`src/rtl/lsu_pkg.sv`:
```
// Shared definitions for the load/store unit: RV32I width codes, FSM states,
// and the load-extend / store-merge helpers used by the lsu_align datapath.
package lsu_pkg;

    localparam logic [2:0] F3_B  = 3'b000;
    localparam logic [2:0] F3_H  = 3'b001;
    localparam logic [2:0] F3_W  = 3'b010;
    localparam logic [2:0] F3_BU = 3'b100;
    localparam logic [2:0] F3_HU = 3'b101;

    typedef enum logic [2:0] {
        IDLE,
        ACCESS,
        LOAD_DATA,
        RMW_MERGE,
        RESP_ERR
    } lsu_state_t;

    // Little-endian lane select, then sign/zero extension by width code.
    function automatic logic [31:0] load_extend(input logic [31:0] word,
                                                input logic [1:0]  off,
                                                input logic [2:0]  funct3);
        logic [7:0]  b;
        logic [15:0] h;
        logic [31:0] result;
        case (off)
            2'd0:    b = word[7:0];
            2'd1:    b = word[15:8];
            2'd2:    b = word[23:16];
            default: b = word[31:24];
        endcase
        h = off[1] ? word[31:16] : word[15:0];
        case (funct3)
            F3_B:    result = {{24{b[7]}}, b};
            F3_H:    result = {{16{h[15]}}, h};
            F3_W:    result = word;
            F3_BU:   result = {24'b0, b};
            F3_HU:   result = {16'b0, h};
            default: result = '0;
        endcase
        return result;
    endfunction

    function automatic logic [31:0] store_merge(input logic [31:0] old,
                                                input logic [31:0] wdata,
                                                input logic [1:0]  off,
                                                input logic [2:0]  funct3);
        logic [31:0] result;
        result = old;
        case (funct3)
            F3_B: begin
                case (off)
                    2'd0:    result[7:0]   = wdata[7:0];
                    2'd1:    result[15:8]  = wdata[7:0];
                    2'd2:    result[23:16] = wdata[7:0];
                    default: result[31:24] = wdata[7:0];
                endcase
            end
            F3_H: begin
                if (off[1]) result[31:16] = wdata[15:0];
                else        result[15:0]  = wdata[15:0];
            end
            F3_W:    result = wdata;
            default: result = old;
        endcase
        return result;
    endfunction

endpackage

```
`src/rtl/lsu_align.sv`:
```
// Request legality check plus load-extend / store-merge datapath.
// LSU_MISALIGN_TRAP_EN: misaligned H/W accesses are errors; otherwise they are aligned down.
module lsu_align
    import lsu_pkg::*;
#(
    parameter int ADDR_W    = 32,
    parameter int MEM_DEPTH = 1024
) (
    input  logic              chk_we,
    input  logic [2:0]        chk_funct3,
    input  logic [ADDR_W-1:0] chk_addr,
    output logic              chk_legal,
    output logic [ADDR_W-1:0] chk_addr_eff,
    input  logic [2:0]        dp_funct3,
    input  logic [1:0]        dp_off,
    input  logic [31:0]       dp_rdata,
    input  logic [31:0]       dp_wdata,
    output logic [31:0]       dp_load,
    output logic [31:0]       dp_merge
);

    // One extra bit so the limit never wraps for narrow address widths.
    localparam logic [ADDR_W:0] RANGE_LIMIT = (ADDR_W+1)'(4 * MEM_DEPTH);

    logic f3_ok;
    logic in_range;
    logic is_half;
    logic is_word;

    always_comb begin
        is_half  = (chk_funct3 == F3_H) || (chk_funct3 == F3_HU);
        is_word  = (chk_funct3 == F3_W);
        in_range = ({1'b0, chk_addr} < RANGE_LIMIT);
        if (chk_we)
            f3_ok = (chk_funct3 == F3_B) || (chk_funct3 == F3_H) || (chk_funct3 == F3_W);
        else
            f3_ok = (chk_funct3 == F3_B)  || (chk_funct3 == F3_H) || (chk_funct3 == F3_W) ||
                    (chk_funct3 == F3_BU) || (chk_funct3 == F3_HU);
        chk_addr_eff = chk_addr;
`ifdef LSU_MISALIGN_TRAP_EN
        chk_legal = f3_ok && in_range &&
                    !((is_half && chk_addr[0]) || (is_word && (chk_addr[1:0] != 2'b00)));
`else
        chk_legal = f3_ok && in_range;
        if (is_half) chk_addr_eff[0]   = 1'b0;
        if (is_word) chk_addr_eff[1:0] = 2'b00;
`endif
    end

    always_comb begin
        dp_load  = load_extend(dp_rdata, dp_off, dp_funct3);
        dp_merge = store_merge(dp_rdata, dp_wdata, dp_off, dp_funct3);
    end

endmodule

```
`src/rtl/lsu_mem_master.sv`:
```
// Load/store initiator FSM driving a word-wide, one-cycle-read data memory.
// Build option LSU_MISALIGN_TRAP_EN (see lsu_align) selects trap vs. align-down on misalignment.
module lsu_mem_master
    import lsu_pkg::*;
#(
    parameter int ADDR_W    = 32,
    parameter int MEM_DEPTH = 1024
) (
    input  logic              clk,
    input  logic              rst_n,
    input  logic              req_valid,
    output logic              req_ready,
    input  logic              req_we,
    input  logic [2:0]        req_funct3,
    input  logic [ADDR_W-1:0] req_addr,
    input  logic [31:0]       req_wdata,
    output logic              rsp_valid,
    output logic [31:0]       rsp_rdata,
    output logic              rsp_err,
    output logic [ADDR_W-1:0] mem_addr,
    output logic              mem_read,
    output logic              mem_write_en,
    output logic [31:0]       mem_write_data,
    input  logic [31:0]       mem_data_out
);

    lsu_state_t state, next_state;

    logic              we_q;
    logic [2:0]        funct3_q;
    logic [ADDR_W-1:0] addr_q;
    logic [31:0]       wdata_q;

    logic              legal;
    logic [ADDR_W-1:0] addr_eff;
    logic [31:0]       load_data;
    logic [31:0]       merge_data;
    logic              is_sw;

    lsu_align #(
        .ADDR_W    (ADDR_W),
        .MEM_DEPTH (MEM_DEPTH)
    ) u_align (
        .chk_we       (req_we),
        .chk_funct3   (req_funct3),
        .chk_addr     (req_addr),
        .chk_legal    (legal),
        .chk_addr_eff (addr_eff),
        .dp_funct3    (funct3_q),
        .dp_off       (addr_q[1:0]),
        .dp_rdata     (mem_data_out),
        .dp_wdata     (wdata_q),
        .dp_load      (load_data),
        .dp_merge     (merge_data)
    );

    assign is_sw = we_q && (funct3_q == F3_W);

    always_ff @(posedge clk or negedge rst_n) begin
        if (!rst_n) state <= IDLE;
        else        state <= next_state;
    end

    // The request is captured only on acceptance, so memory strobes depend on registered values alone.
    always_ff @(posedge clk or negedge rst_n) begin
        if (!rst_n) begin
            we_q     <= 1'b0;
            funct3_q <= '0;
            addr_q   <= '0;
            wdata_q  <= '0;
        end else if (state == IDLE && req_valid) begin
            we_q     <= req_we;
            funct3_q <= req_funct3;
            addr_q   <= addr_eff;
            wdata_q  <= req_wdata;
        end
    end

    always_comb begin
        next_state = state;
        case (state)
            IDLE:      if (req_valid) next_state = legal ? ACCESS : RESP_ERR;
            ACCESS: begin
                if (!we_q)      next_state = LOAD_DATA;
                else if (is_sw) next_state = IDLE;
                else            next_state = RMW_MERGE;
            end
            LOAD_DATA: next_state = IDLE;
            RMW_MERGE: next_state = IDLE;
            RESP_ERR:  next_state = IDLE;
            default:   next_state = IDLE;
        endcase
    end

    always_comb begin
        req_ready      = 1'b0;
        rsp_valid      = 1'b0;
        rsp_rdata      = '0;
        rsp_err        = 1'b0;
        mem_addr       = '0;
        mem_read       = 1'b0;
        mem_write_en   = 1'b0;
        mem_write_data = '0;
        case (state)
            IDLE: req_ready = 1'b1;
            ACCESS: begin
                mem_addr = {addr_q[ADDR_W-1:2], 2'b00};
                if (is_sw) begin
                    mem_write_en   = 1'b1;
                    mem_write_data = wdata_q;
                    rsp_valid      = 1'b1;
                end else begin
                    mem_read = 1'b1;
                end
            end
            LOAD_DATA: begin
                rsp_valid = 1'b1;
                rsp_rdata = load_data;
            end
            RMW_MERGE: begin
                mem_addr       = {addr_q[ADDR_W-1:2], 2'b00};
                mem_write_en   = 1'b1;
                mem_write_data = merge_data;
                rsp_valid      = 1'b1;
            end
            RESP_ERR: begin
                rsp_valid = 1'b1;
                rsp_err   = 1'b1;
            end
            default: ;
        endcase
    end

endmodule

```
`config.mk`:
```
export PLATFORM = sky130hd
export DESIGN_NAME = lsu_mem_master
export DESIGN_NICKNAME = d
export VERILOG_FILES = /design/src/rtl/lsu_pkg.sv /design/src/rtl/lsu_align.sv /design/src/rtl/lsu_mem_master.sv
export SDC_FILE = /design/constraint.sdc
export NUM_CORES = 1
export LEC_CHECK = 0
export ABC_AREA = 1
export ABC_CLOCK_PERIOD_IN_PS = 1400
export BUFFER_PORTS_ARGS = -buffer_cell sky130_fd_sc_hd__buf_2
export CAP_MARGIN = 30
export CORE_MARGIN = 2
export CORE_UTILIZATION = 33
export CTS_BUF_LIST = sky130_fd_sc_hd__clkbuf_4
export CTS_CLUSTER_DIAMETER = 150
export CTS_CLUSTER_SIZE = 14
export DETAILED_ROUTE_END_ITERATION = 10
export PLACE_DENSITY = 0.61
export SETUP_SLACK_MARGIN = 0.05
export SYNTH_ARGS = -nofsm -noshare
export SYNTH_HDL_FRONTEND = slang
export SYNTH_SLANG_ARGS = --single-unit
```
`constraint.sdc`:
```
create_clock -name clk -period 1.4 [get_ports clk]
set_input_delay 0.07 -clock clk [delete_from_list [all_inputs] [get_ports clk]]
set_output_delay 0.07 -clock clk [all_outputs]
set_load 0.005 [all_outputs]
```
Word level (Yosys, flattened, before mapping)
Cells that the tools add are included.
{"block": "word_totals", "register_bits": 71, "input_bits": 103}
{"block": "op_classes", "n_lt_le_gt_ge": 1, "eq_ne": 15, "n_mux": 29, "n_reduce_logical": 15}
{"operator": "$pmux W32 S5", "n": 1}
{"operator": "$mux W32", "n": 3}
{"operator": "$pmux W32 S3", "n": 1}
{"operator": "$pmux W32 S2", "n": 1}
{"operator": "$mux W16", "n": 3}
{"operator": "$lt A32 B13 Y1 const B", "n": 1}
{"operator": "$mux W8", "n": 4}
{"operator": "$pmux W8 S3", "n": 1}
{"operator": "$eq A3 B3 Y1 const B", "n": 5}
{"operator": "$eq A3 B2 Y1 const B", "n": 4}
{"operator": "$eq A3 B1 Y1 const B", "n": 3}
{"operator": "$logic_not A3 Y1", "n": 3}
{"operator": "$mux W1", "n": 7}
{"operator": "$mux W2", "n": 3}
{"operator": "$mux W3", "n": 2}
{"operator": "$pmux W3 S2", "n": 1}
{"operator": "$reduce_or A3 Y1", "n": 2}
{"operator": "$logic_or A1 B1 Y1", "n": 5}
{"operator": "$pmux W1 S2", "n": 2}
{"operator": "$logic_and A1 B1 Y1", "n": 3}
{"operator": "$eq A2 B1 Y1 const B", "n": 1}
{"operator": "$eq A2 B2 Y1 const B", "n": 1}
{"operator": "$logic_not A2 Y1", "n": 1}
{"operator": "$ne A2 B2 Y1 const B", "n": 1}
{"operator": "$reduce_or A2 Y1", "n": 1}

Depth between registers and ports, before layout
Gate-level depths: netlist of run 1.
{"block": "logic_depth", "depth_word": 10, "mapped_depth": 10, "ltp_nobuf": 9}

Modules after synthesis
From an unflattened synthesis of run 1, not the netlist that was laid out.
{"block": "hier_totals", "hier_cells": 1292, "area_unflattened_um2": 6966.7}
{"mod": "lsu_mem_master", "instances": 1, "cells_per_inst": 564, "area_each_um2": 3818.7, "seq_area_each_um2": 1776.7}
{"mod": "lsu_align", "instances": 1, "cells_per_inst": 728, "area_each_um2": 3148.0, "seq_area_each_um2": 0.0}

Worst setup path before layout of run 1
Ideal clock, no wire load.
{"block": "synth_timing", "path_type": "register to register", "from": "register state[1]", "to": "register addr_q[10]", "arrival_time_ns": 1.274, "t_required_ns": 1.270, "setup_slack_ns": -0.004, "stages_incl_launch_ff": 9, "n_path_buf": 2, "cell_sequence": "dfrtp_1 > inv_2 > nand3_1 > inv_2 > nand2_4 > inv_2 > buf_2 > clkbuf_1 > o21ai_0"}
{"block": "synth_between", "elab_chain_cells": 2}
{"item": "start: declaration", "line_no": "lsu_mem_master.sv:27", "source": "lsu_state_t state, next_state;"}
{"item": "start signal: assignment", "line_no": "lsu_mem_master.sv:61", "source": "else state <= next_state;"}
{"item": "$logic_not A3 Y1", "line_no": "lsu_mem_master.sv:71", "source": "end else if (state == IDLE && req_valid) begin"}
{"item": "$logic_and A1 B1 Y1", "line_no": "lsu_mem_master.sv:71"}
{"item": "end signal: assignment", "line_no": "lsu_mem_master.sv:74", "source": "addr_q <= addr_eff;"}
{"item": "end: declaration", "line_no": "lsu_mem_master.sv:31", "source": "logic [ADDR_W-1:0] addr_q;"}
Every way passes these cells.
A chain may end at the register's enable or synchronous reset.

Final worst setup path of run 1
{"block": "layout_timing", "from": "register addr_q[1]", "to": "output port rsp_rdata[27]"}
{"block": "layout_between", "elab_chain_cells": 4, "elab_cells_between_ends": 7}
{"item": "$eq A2 B2 Y1 (tied with other cells)", "line_no": "lsu_pkg.sv:26", "source": "case (off)"}
{"item": "$pmux W8 S3", "line_no": "lsu_pkg.sv:26"}
{"item": "$pmux W32 S5 *", "line_no": "lsu_pkg.sv:33", "source": "case (funct3)"}
{"item": "$mux W32 *", "line_no": "lsu_mem_master.sv:104", "source": "case (state)"}
{"item": "end: declaration", "line_no": "lsu_mem_master.sv:18", "source": "output logic [31:0] rsp_rdata,"}
Every way passes the cells marked *; elsewhere a longest branch is shown, timed or not.

==> run summary, run 1 <==
The I/O pin count is 204, and the number of global-route vias before repair is 6704. The startpoint of the lowest-slack register-to-register path was state[2]. For the placer congestion estimate, the log shows 0.960. Ratio of routed vias to standard cells: 4.94. The type of the setup path with the least slack is flip-flop to output pin. The tools report the setup slack after layout as -0.598 ns.

Final period utilization: 1.43. After the first detailed-routing iteration, the DRC count stood at 564. In the synthesized netlist the dominant register cell turns out to be dfrtp_1. Counting the buffers created by CTS gives 9.

The checks that failed: negative setup slack. The number of antenna violations at the first check in global routing was 3. STA classifies the critical path endpoint as an output pin. After detailed routing, the total wire length is 25600 µm.

The share of cells above drive strength 1 is 0.446, and the count of clock tree sinks is 71. The part of the power in combinational logic is 0.467, and the total number of nets in the final design is 1375. The number of placement rows is 47. The switching share of power is 0.408, and the number of cells produced by synthesis is 922.

The fraction of synthesis flops using an asynchronous set or reset pin was 1.00. For this run, the number of standard cells in the final layout without fillers is 1499. The first global-routing pass estimated 34200 µm of wire. The number of search-and-repair iterations in the first detailed-routing pass is 5, and the clock insertion delay at the later pin of the skew report is 0.46 ns. The top cell types in the final layout, fill and taps aside, are nand2_1, buf_2, inv_1. The HPWL after detailed placement was 16300 µm. In the final routed layout, each cell accounts on average for 17.1 µm. After filler insertion, the fill cell instance count of the layout stands at 1543.

The tools report the overflow left after global routing as 0. Sequential element share of the synthesized area: 0.322. The largest fanout of any net on the critical path was 24; the largest clock skew in the final design was 0.0334 ns.

Setup repair after global routing could not meet its margin everywhere. Based on the critical path, the design can be clocked at up to 500 MHz. The run gives 164 as the total of endpoints with negative setup slack in the final report. For the residual antenna-violating net count after detailed routing, the log shows 0.

The number of remaining DRC errors is 0, and the internal power is 4.38 mW. Horizontal extent of the die: 133 µm. Amount of wire on met3 after detailed routing: 1420 µm. The reg-to-reg setup timing slack is -0.15 ns. Number of max-cap violations: 0. The analysis attributes to net switching a power of 3.02 mW.

The final critical path time including I/O delays and setup works out to 2.00 ns. The most critical setup path has its startpoint at addr_q[1]. TritonCTS built the clock tree. The logs give 17800 µm² for the die outline area and 1.33 ns for the endpoint required time on the critical path.

The logs give 0.344 for the sequential group share of total power and 0.335 for the initial core utilization. The tools report the arrival time at the worst endpoint as 1.93 ns. The detailed route wirelength on metal2 is 12800 µm, and the number of hold violations in the final report is 0. The count of buffers added on input and output ports is 201. Signal routing reaches up to met4. Walking the worst path, the cells encountered are buf_12 -> nor2_4 -> nand2_2 -> nand3_2 -> nand3_2 -> buf_12 -> a21oi_1 -> buf_2.

The total of flip-flops plus latches after synthesis is 71. The routed layout has 7405 vias. The H-tree was split into 3 levels. Counting distinct cell types in the post-synthesis netlist gives 31. After synthesis the cells add up to 5520 µm². The tools report the root buffer selected by CTS as clkbuf_4. Entering global routing, the biggest net connects 53 pins.

Yosys mapped a number of flops with a built-in enable equal to 0. The part of the total power dissipated in the clock network was 0.188. The cell count after placement came out at 1366.

For this block, wires on met1 add up to 10900 µm. The tools report the type of element launching the critical path as a flip-flop. For this design, the slowest cell found on the critical path is dfrtp_2. The biggest cell delay along the critical path was 0.48 ns. Leaving out fill and tap cells, the most frequent cell in the layout is nand2_1. The number of warnings printed during yosys synthesis is 0, and the core outline area is 16500 µm². The sum of negative setup slack is -53.33 ns. The tools report the maximum vdd drop as 0.000473 V. The run finished, with violations left. Vertical die dimension: 133 µm. The longest clock path from root to sink contains 2 buffers. Averaged over all synthesized cells, the footprint is 5.98 µm². The layout-stage area growth over the synthesis result is 82.0%, and the leakage power total is 5.23 nW. Clock-pin slew was measured on the worst setup and hold paths at 0.14 ns. The number of pins with negative max-slew slack in the final report was 0; the power density relative to cell area was 737 nW/µm².

The tools report the total global routing track utilization as 0.244. The path class of the tightest hold or removal check is input pin to async pin.
==> metrics by stage <==
stage          setup slack [ns]   util  instance area, µm²  power [mW]  hold slack [ns]
2_1_floorplan            0.0201      -                5530        3.85           -0.226
3_3_place_gp             -0.157  0.441                7260        4.84            0.104
3_5_place_dp             -0.173  0.441                7260        4.87            0.107
4_1_cts                  -0.590  0.526                8670        6.67            0.120
5_1_grt                  -0.722  0.610               10000        7.84            0.124
6_report                 -0.598  0.610               10000        7.40            0.129
==> Yosys cell counts, types with 2 or more instances <==
master    number  area, µm²
nor3_1         2       10.0
clkbuf_1      23       86.3
buf_4          6       45.0
o21ai_1        3       15.0
nand4_1        7       43.8
nand3_2        2       20.0
nand3_1       64        320
o21ai_0       87        435
inv_2         10       37.5
a31oi_1        5       31.3
dfrtp_1       71       1780
nand2_2        4       25.0
nand2_1      305       1140
a21oi_1       69        345
nor2_1       104        390
buf_2         22        110
o211ai_1      16        120
nand3b_1       2       15.0
a22oi_1        2       15.0
nor2_4         4       45.0
inv_1        104        390
==> worst paths after layout <==
check                                endpoint  cells after the start
worst min-delay path                 state[2]                      3
worst max register to register     addr_q[10]                     10
max in group asynchronous         wdata_q[21]                      3
min in group clk                  wdata_q[13]                      4
worst min register to register     addr_q[26]                      2
worst max-delay path            rsp_rdata[27]                      8
==> flip-flops by register name, summed over array words and instances (netlist names) <==
signal and count:
wdata_q 32, we_q 1, addr_q 32, funct3_q 3
state 3
==> power by group through the flow <==
| stage | combinational (mW) | sequential, mW | clock [mW] |
|---|---|---|---|
| 6_report | 3.46 | 2.55 | 1.39 |
| 3_3_place_gp | 2.30 | 2.54 | 0 |
| 3_5_place_dp | 2.32 | 2.55 | 0 |
| 4_1_cts | 2.72 | 2.51 | 1.44 |
| 5_1_grt | 3.74 | 2.57 | 1.53 |
| 2_1_floorplan | 1.37 | 2.48 | 0 |
==> layout make-up <==
cell class              count  area, µm²  share of cell area
diodes                      2       5.00            0.000499
clock buffers              10       75.1             0.00748
clock inverters             6       68.8             0.00686
inverters                 115        473              0.0471
multi-input cells         686       4000               0.399
flip-flops and latches     71       1780               0.177
well taps                 220        275              0.0274
repair buffers            386       3310               0.330
repair inverters            3       48.8             0.00486
==> metal layers <==
| metal | vias up | global-route usage |
|---|---|---|
| li1 | 3637 | - |
| met1 | 3454 | 0.326 |
| met2 | 272 | 0.408 |
| met3 | 42 | 0.0438 |
| met4 | 0 | 0.0662 |
| met5 | - | 0 |
==> worst max-delay path, delay by kind of cell, from the launching register on <==
family | cells | cell delay, ns
AO/OA/AOI/OAI | 1 | 0.16
buffers and inverters | 3 | 0.47
AND/OR/NAND/NOR | 4 | 0.36
flip-flops | 1 | 0.48
==> cells by family (layout without fill, tap and decap cells) <==
family / count (synthesis) / count (layout) / synth area share
and+or+nand+nor: 500 / 500 / 0.377
AOI/OAI and AO/OA: 184 / 184 / 0.178
buffers and inverters: 166 / 520 / 0.122
DFF: 71 / 71 / 0.322
other: 1 / 4 / 0.000680
==> what timing repair did <==
item / in CTS / in global routing
buffers inserted: 11 / 11
endpoints found under the hold margin: 141 / 0
gates cloned: 2 / 26
pin swaps: 17 / 19
gates resized for setup: 124 / 295
setup endpoints to repair: 159 / 168
hold buffers: 70 / 0
Note: power is estimated with default switching activity, not from simulation.
==> run 2: changes to the inputs <==
--- a/config.mk
+++ b/config.mk
@@ -20,3 +20,4 @@
 export SYNTH_ARGS = -nofsm -noshare
 export SYNTH_HDL_FRONTEND = slang
 export SYNTH_SLANG_ARGS = --single-unit
+export TNS_END_PERCENT = 50
==> run summary, run 2 (same netlist as run 1, synthesis figures left out) <==
The logs give 1355 for the total number of nets in the final design and 1480 µm for the amount of wire on met3 after detailed routing. For this design the ratio of total power to cell area is 775 nW/µm². The flow ran to the end, but the final reports show violations.

The quantity of I/O buffers inserted on ports was 201; the number of remaining DRC errors was 0. The final period utilization is 1.46, and the final routed wirelength across all metal layers is 22800 µm. At the placement stage, the worst setup path has a slack of -0.125 ns. Dividing the detail-routed wire length by the instance count gives 15.4 µm. The tools report the number of global-route vias before repair as 6883. The smallest clock period supported by the final layout is computed as 2.04 ns. The number of hold violations in the final report came out at 0. Counting the fill cells in the layout gives 1636. The checks that failed: negative setup slack.

After detailed routing, the number of vias per cell comes to 4.86. The share of cells above drive strength 1 works out to 0.358. Vertical die dimension: 133 µm. The detailed router finished its first iteration with 631 violations. The highest metal layer used by the detailed router was met4.

Setup repair after global routing could not meet its margin everywhere. In this run, placement finished with an instance count of 1364. The largest fanout of any net on the critical path works out to 24. Leaving out fill and tap cells, the most frequent cells in the layout are nand2_1, buf_2, inv_1. The region available for standard cell placement spans 16500 µm². The count of clock tree sinks was 71.

Detailed routing placed a total of 10900 µm of wire on met2. The horizontal extent of the die was 133 µm; the total CTS buffers was 9. The kind of cell with the highest combined delay along the critical path is flip-flops.

The met1 routed wirelength after detailed routing was 9860 µm. Number of buffers and inverters on the critical path: 3. For this design the static power due to leakage is 4.79 nW.

The arrival time at the worst endpoint was 1.97 ns. The type of element launching the critical path was a flip-flop. In this run the deepest clock path goes through 2 buffers.

The largest clock skew in the final design came out at 0.0198 ns. At the later pin of the worst-skew pair, clock insertion delay measures 0.45 ns. From synthesis to final layout, the design area changed by 65.6%. 204 I/O pins were placed. The number of H-tree levels was 3; the total of endpoints with negative setup slack in the final report was 139. The tightest min-delay check is of the input pin to async pin type.

Summing internal, switching and leakage power gives 7.07 mW. After routing the design area is 9130 µm². The number of placement rows is 47, and the number of antenna violations at the first check in global routing is 2.

The tools report the residual antenna-violating net count after detailed routing as 0. The placer congestion estimate is 0.990. Walking the worst path, the cells encountered are buf_6 -> nor2_4 -> nand2_2 -> nand3_2 -> nand3_4 -> buf_12 -> a21oi_1 -> buf_2.

VDD sags by at most 0.000624 V. On the worst path, the slowest cell contributes a delay of 0.46 ns. The worst setup path is captured at an output pin. The tools report the number of max-cap violations as 0. Leaving out fill and tap cells, the most frequent cell in the layout is nand2_1. The number of pins with negative max-slew slack in the final report was 0; the CTS clock-pin slew for the worst setup and hold paths was 0.14 ns.

The tools report the pin count of the biggest net entering global routing as 72. The logs give 491 MHz for the highest clock frequency the design can meet and 0.247 for the total global routing track utilization. The run gives 1479 as the non-filler instance count after layout. TritonCTS built the clock tree.

The die outline area is 17800 µm², and the number of search-and-repair iterations in the first detailed-routing pass is 5. At the worst endpoint, the required time is 1.33 ns. For this run the aggregate overflow at the end of global routing stands at 0. The initial core utilization was 0.335. The largest registers in the layout are addr_q x32, wdata_q x32.

The tightest hold margin came out at 0.192 ns. For this block, the via count after detailed routing is 7190. The setup slack after layout is -0.638 ns.

The type of the setup path with the least slack was flip-flop to output pin. The cell with the largest stage delay on the worst path was dfrtp_1. The root buffer cell chosen for the clock tree is clkbuf_4. The placed instances occupy a cell area of 7260 µm².

The tools report the global-route wire length before repair as 34700 µm. The HPWL after detailed placement is 16100 µm.
## run 2: cell count changes in the layout (fill, tap and decap cells not counted), sizes merged
cell and delta:
clkinv -5, bufinv +1, clkinvlp +1, buf -4
inv +1, clkbuf -14
## run 2: routing by layer
| layer | GRT usage | vias up |
|---|---|---|
| li1 | - | 3595 |
| met3 | 0.0495 | 49 |
| met5 | 0 | - |
| met4 | 0.0887 | 0 |
| met2 | 0.411 | 248 |
| met1 | 0.319 | 3298 |
## run 2: final timing paths
| check | slack [ns] | endpoint | start | cells after the start |
|---|---|---|---|---|
| min in group clk | 0.32 | wdata_q[4] | req_wdata[4] | 4 |
| max | -0.64 | rsp_rdata[25] | addr_q[1] | 8 |
| min | 0.19 | addr_q[25] | rst_n | 3 |
| min reg2reg | 0.50 | addr_q[25] | addr_q[25] | 2 |
| max reg2reg | -0.09 | state[0] | state[2] | 6 |
| max in group asynchronous | 0.89 | wdata_q[22] | rst_n | 3 |
## run 2: power by group
group | leakage (nW) | total [mW] | switching [mW] | internal, mW
Clock | 0.0802 | 1.56 | 0.836 | 0.725
Combinational | 3.83 | 2.98 | 1.73 | 1.25
Sequential | 0.875 | 2.54 | 0.220 | 2.32
## run 2: worst register-to-register path, cell delays in order, from the launching register on
cell,delay (ns)
dfrtp_1,0.42
inv_2,0.09
nand2_4,0.08
nor3_4,0.29
buf_4,0.30
nand2_1,0.10
a21oi_1,0.16
## run 2: area by class of cell
class / count / area [µm²] / share of cell area
multi-input cells: 686 / 3600 / 0.394
repair buffers: 369 / 2850 / 0.312
flip-flops and latches: 71 / 1780 / 0.195
inverters: 115 / 458 / 0.0501
well taps: 220 / 275 / 0.0301
clock inverters: 7 / 96.3 / 0.0105
clock buffers: 9 / 67.6 / 0.00740
diodes: 2 / 5.00 / 0.000548
## run 2: per-stage QoR
step / utilization / setup TNS, ns
5_1_grt: 0.555 / -62.49
4_1_cts: 0.527 / -44.76
3_5_place_dp: 0.441 / -6.50
6_report: 0.555 / -47.08
3_3_place_gp: 0.441 / -5.42
2_1_floorplan: - / 0
## run 2: timing repair
action / in CTS / in global routing
hold endpoints to repair: 140 / 0
setup endpoints to repair: 161 / 169
buffers inserted: 17 / 12
gates resized for setup: 117 / 113
hold buffers: 70 / 0
pin swaps: 19 / 30
gates cloned: 3 / 2
==> run 3: changes to the inputs <==
--- a/config.mk
+++ b/config.mk
@@ -10,12 +10,12 @@
 export BUFFER_PORTS_ARGS = -buffer_cell sky130_fd_sc_hd__buf_2
 export CAP_MARGIN = 30
 export CORE_MARGIN = 2
-export CORE_UTILIZATION = 33
+export CORE_UTILIZATION = 47
 export CTS_BUF_LIST = sky130_fd_sc_hd__clkbuf_4
 export CTS_CLUSTER_DIAMETER = 150
 export CTS_CLUSTER_SIZE = 14
 export DETAILED_ROUTE_END_ITERATION = 10
-export PLACE_DENSITY = 0.61
+export PLACE_DENSITY = 0.82
 export SETUP_SLACK_MARGIN = 0.05
 export SYNTH_ARGS = -nofsm -noshare
 export SYNTH_HDL_FRONTEND = slang
==> run summary, run 3 (same netlist as run 1, synthesis figures left out) <==
The flow ran to the end, but the final reports show violations. The final reports fail on negative setup slack. The logs give -0.700 ns for the setup slack after layout and 11400 µm² for the core outline area. At the end of routability-driven placement, the weighted congestion stood at 1.03. Summing all multi-input logic gate instances after layout gives 3690 µm².

The number of antenna violations at the first check in global routing is 0. The residual antenna-violating net count after detailed routing is 0, and the I/O pin count is 204. The count of buffers added on input and output ports is 201. For this block, the initial DRC count from the detailed router was 995.

The largest clock skew in the final design was 0.0454 ns. For this design, the slowest cell found on the critical path is dfrtp_1. STA classifies the critical path endpoint as an output pin. Switching share of power: 0.421. The number of placement rows came out at 39.

The largest fanout of any net on the critical path works out to 7. The internal portion of the total power is 4.17 mW. At the later pin of the worst-skew pair, clock insertion delay measures 0.47 ns. Using the TritonRoute via totals, the vias-per-cell ratio works out to 5.74. After detailed routing, the total wire length is 26500 µm. The horizontal extent of the die is 112 µm. The logs give 8 for the number of search-and-repair iterations in the first detailed-routing pass and 0.483 for the initial core utilization. The tools report the leakage power total as 4.82 nW. The tools report the capture point of the worst reg-to-reg path as wdata_q[9]. The total number of nets in the final design is 1348. Summing all flip-flop and latch instances after layout gives 1780 µm².

Summing over every cut layer, the via total after detailed routing is 7999. For the part of the total power dissipated in the clock network, the log shows 0.192. CTS clock-pin slew for the worst setup and hold paths: 0.17 ns.

In the final layout, the registers with the most flip-flops are addr_q x32, wdata_q x32. For the global-route wire length before repair, the log shows 36100 µm. The run gives 71 as the count of clock tree sinks.

The number of global-route vias before repair came out at 7067. At the worst endpoint, the arrival time is 2.03 ns. The setup check on the worst reg-to-reg path leaves a slack of -0.13 ns.

The biggest cell delay along the critical path works out to 0.45 ns. The filler cells instantiated in the layout total 755. The top cell types in the final layout, fill and taps aside, are nand2_1, buf_2, inv_1. Before CTS, the worst setup slack after placement is -0.114 ns. The net load switching power is 3.03 mW. The library cell used most frequently in the layout, excluding fill and tap cells, is nand2_1. Type of the setup path with the least slack: flip-flop to output pin. Timing would allow up to 476 MHz.

The run gives 0.357 as the total global routing track utilization. The kind of path behind the tightest hold check is input pin to async pin. Summed over all layers, the global routing overflow is 0. The endpoint required time on the critical path is 1.33 ns.

The HPWL after detailed placement is 15000 µm. In this run the number of H-tree levels came out at 3. Setup violations remaining at the end of the flow were counted as 162. Part of the power in combinational logic: 0.450. The layout-stage area growth over the synthesis result was 65.8%.

The maximum vdd drop was 0.000861 V; the number of cells on the worst reg-to-reg path was 9. After routing the design area is 9150 µm². Setup repair after global routing could not meet its margin everywhere. The share of cells above drive strength 1 is 0.369. The final critical path time including I/O delays and setup was 2.10 ns; the power density relative to cell area was 788 nW/µm². The sequential group share of total power is 0.358. Entering global routing, the biggest net connects 72 pins. Buffers inserted during clock tree synthesis total 9. The longest clock path from root to sink contains 2 buffers.

Dividing the detail-routed wire length by the instance count gives 19.0 µm. Startpoint of the lowest-slack register-to-register path: state[2]. The number of max-cap violations came out at 0. Walking the worst path, the cells encountered are inv_2 -> nand2_4 -> buf_6 -> nor3_4 -> buf_6 -> nand2_4 -> o21ai_2 -> nand2_1 -> nand2_1 -> buf_2. The vertical die dimension works out to 112 µm.

The number of pins with negative max-slew slack in the final report is 0. The placed instances occupy a cell area of 7160 µm². The root buffer selected by CTS is clkbuf_4. The tools report the type of element launching the critical path as a flip-flop.

TritonCTS built the clock tree. After detailed routing, the number of remaining DRC violations is 0. The die outline area was 12600 µm². Number of hold violations in the final report: 0. The final period utilization came out at 1.50.
-- run 3: timing repair --
item,4_1_cts,5_1_grt
gates resized for setup,112,136
setup endpoints to repair,158,169
pin swaps,18,25
buffers inserted,8,10
hold buffers,70,0
cloned,3,4
endpoints found under the hold margin,140,0
-- run 3: worst max-delay path by stage --
| stage | start | end | slack (ns) | depth (start not counted) |
|---|---|---|---|---|
| 6_report | funct3_q[0] | mem_write_data[8] | -0.70 | 10 |
| 5_1_grt | state[2] | mem_write_data[15] | -0.78 | 9 |
| 4_1_cts | addr_q[1] | rsp_rdata[29] | -0.56 | 8 |
| 3_5_place_dp | addr_q[1] | mem_write_data[15] | -0.11 | 9 |
| 3_3_place_gp | funct3_q[1] | mem_write_data[15] | -0.10 | 8 |
| 2_1_floorplan | funct3_q[2] | rsp_rdata[25] | 0.02 | 6 |
-- run 3: through the flow --
| step | util | total power [mW] | TNS (ns) | hold slack [ns] | cells |
|---|---|---|---|---|---|
| after global routing | 0.801 | 7.51 | -67.11 | 0.200 | 1393 |
| final | 0.801 | 7.21 | -58.55 | 0.173 | 1394 |
| after global placement | 0.627 | 4.86 | -2.72 | 0.121 | 1285 |
| after CTS | 0.747 | 6.56 | -42.29 | 0.183 | 1382 |
| after detailed placement | 0.627 | 4.89 | -4.00 | 0.130 | 1285 |
| after floorplan | - | 3.85 | 0 | -0.226 | 923 |
-- run 3: routing by layer --
metal | GRT usage | share of wire
met4 | 0.139 | 0.063
met1 | 0.463 | 0.36
met5 | 0 | 0
met2 | 0.599 | 0.48
met3 | 0.0605 | 0.10
-- run 3: layout make-up --
cell class | count | area share
tap | 143 | 0.0196
clock inverter | 6 | 0.00657
timing repair buffer | 362 | 0.317
multi-input combinational | 686 | 0.404
antenna | 1 | 0.000274
clock buffer | 10 | 0.00821
inverter | 115 | 0.0502
sequential | 71 | 0.195
-- run 3: worst max-delay path, delay by kind of cell (launching register included) --
| kind | cells | cell delay, ns |
|---|---|---|
| AO/OA/AOI/OAI | 1 | 0.09 |
| flip-flops | 1 | 0.45 |
| AND/OR/NAND/NOR | 5 | 0.50 |
| buffers and inverters | 4 | 0.52 |
-- run 3: power groups by stage --
stage | Sequential (mW) | Combinational [mW] | Clock (mW)
final | 2.58 | 3.24 | 1.39
after global routing | 2.59 | 3.46 | 1.47
after CTS | 2.52 | 2.69 | 1.35
after detailed placement | 2.56 | 2.33 | 0
after global placement | 2.54 | 2.32 | 0
after floorplan | 2.48 | 1.37 | 0
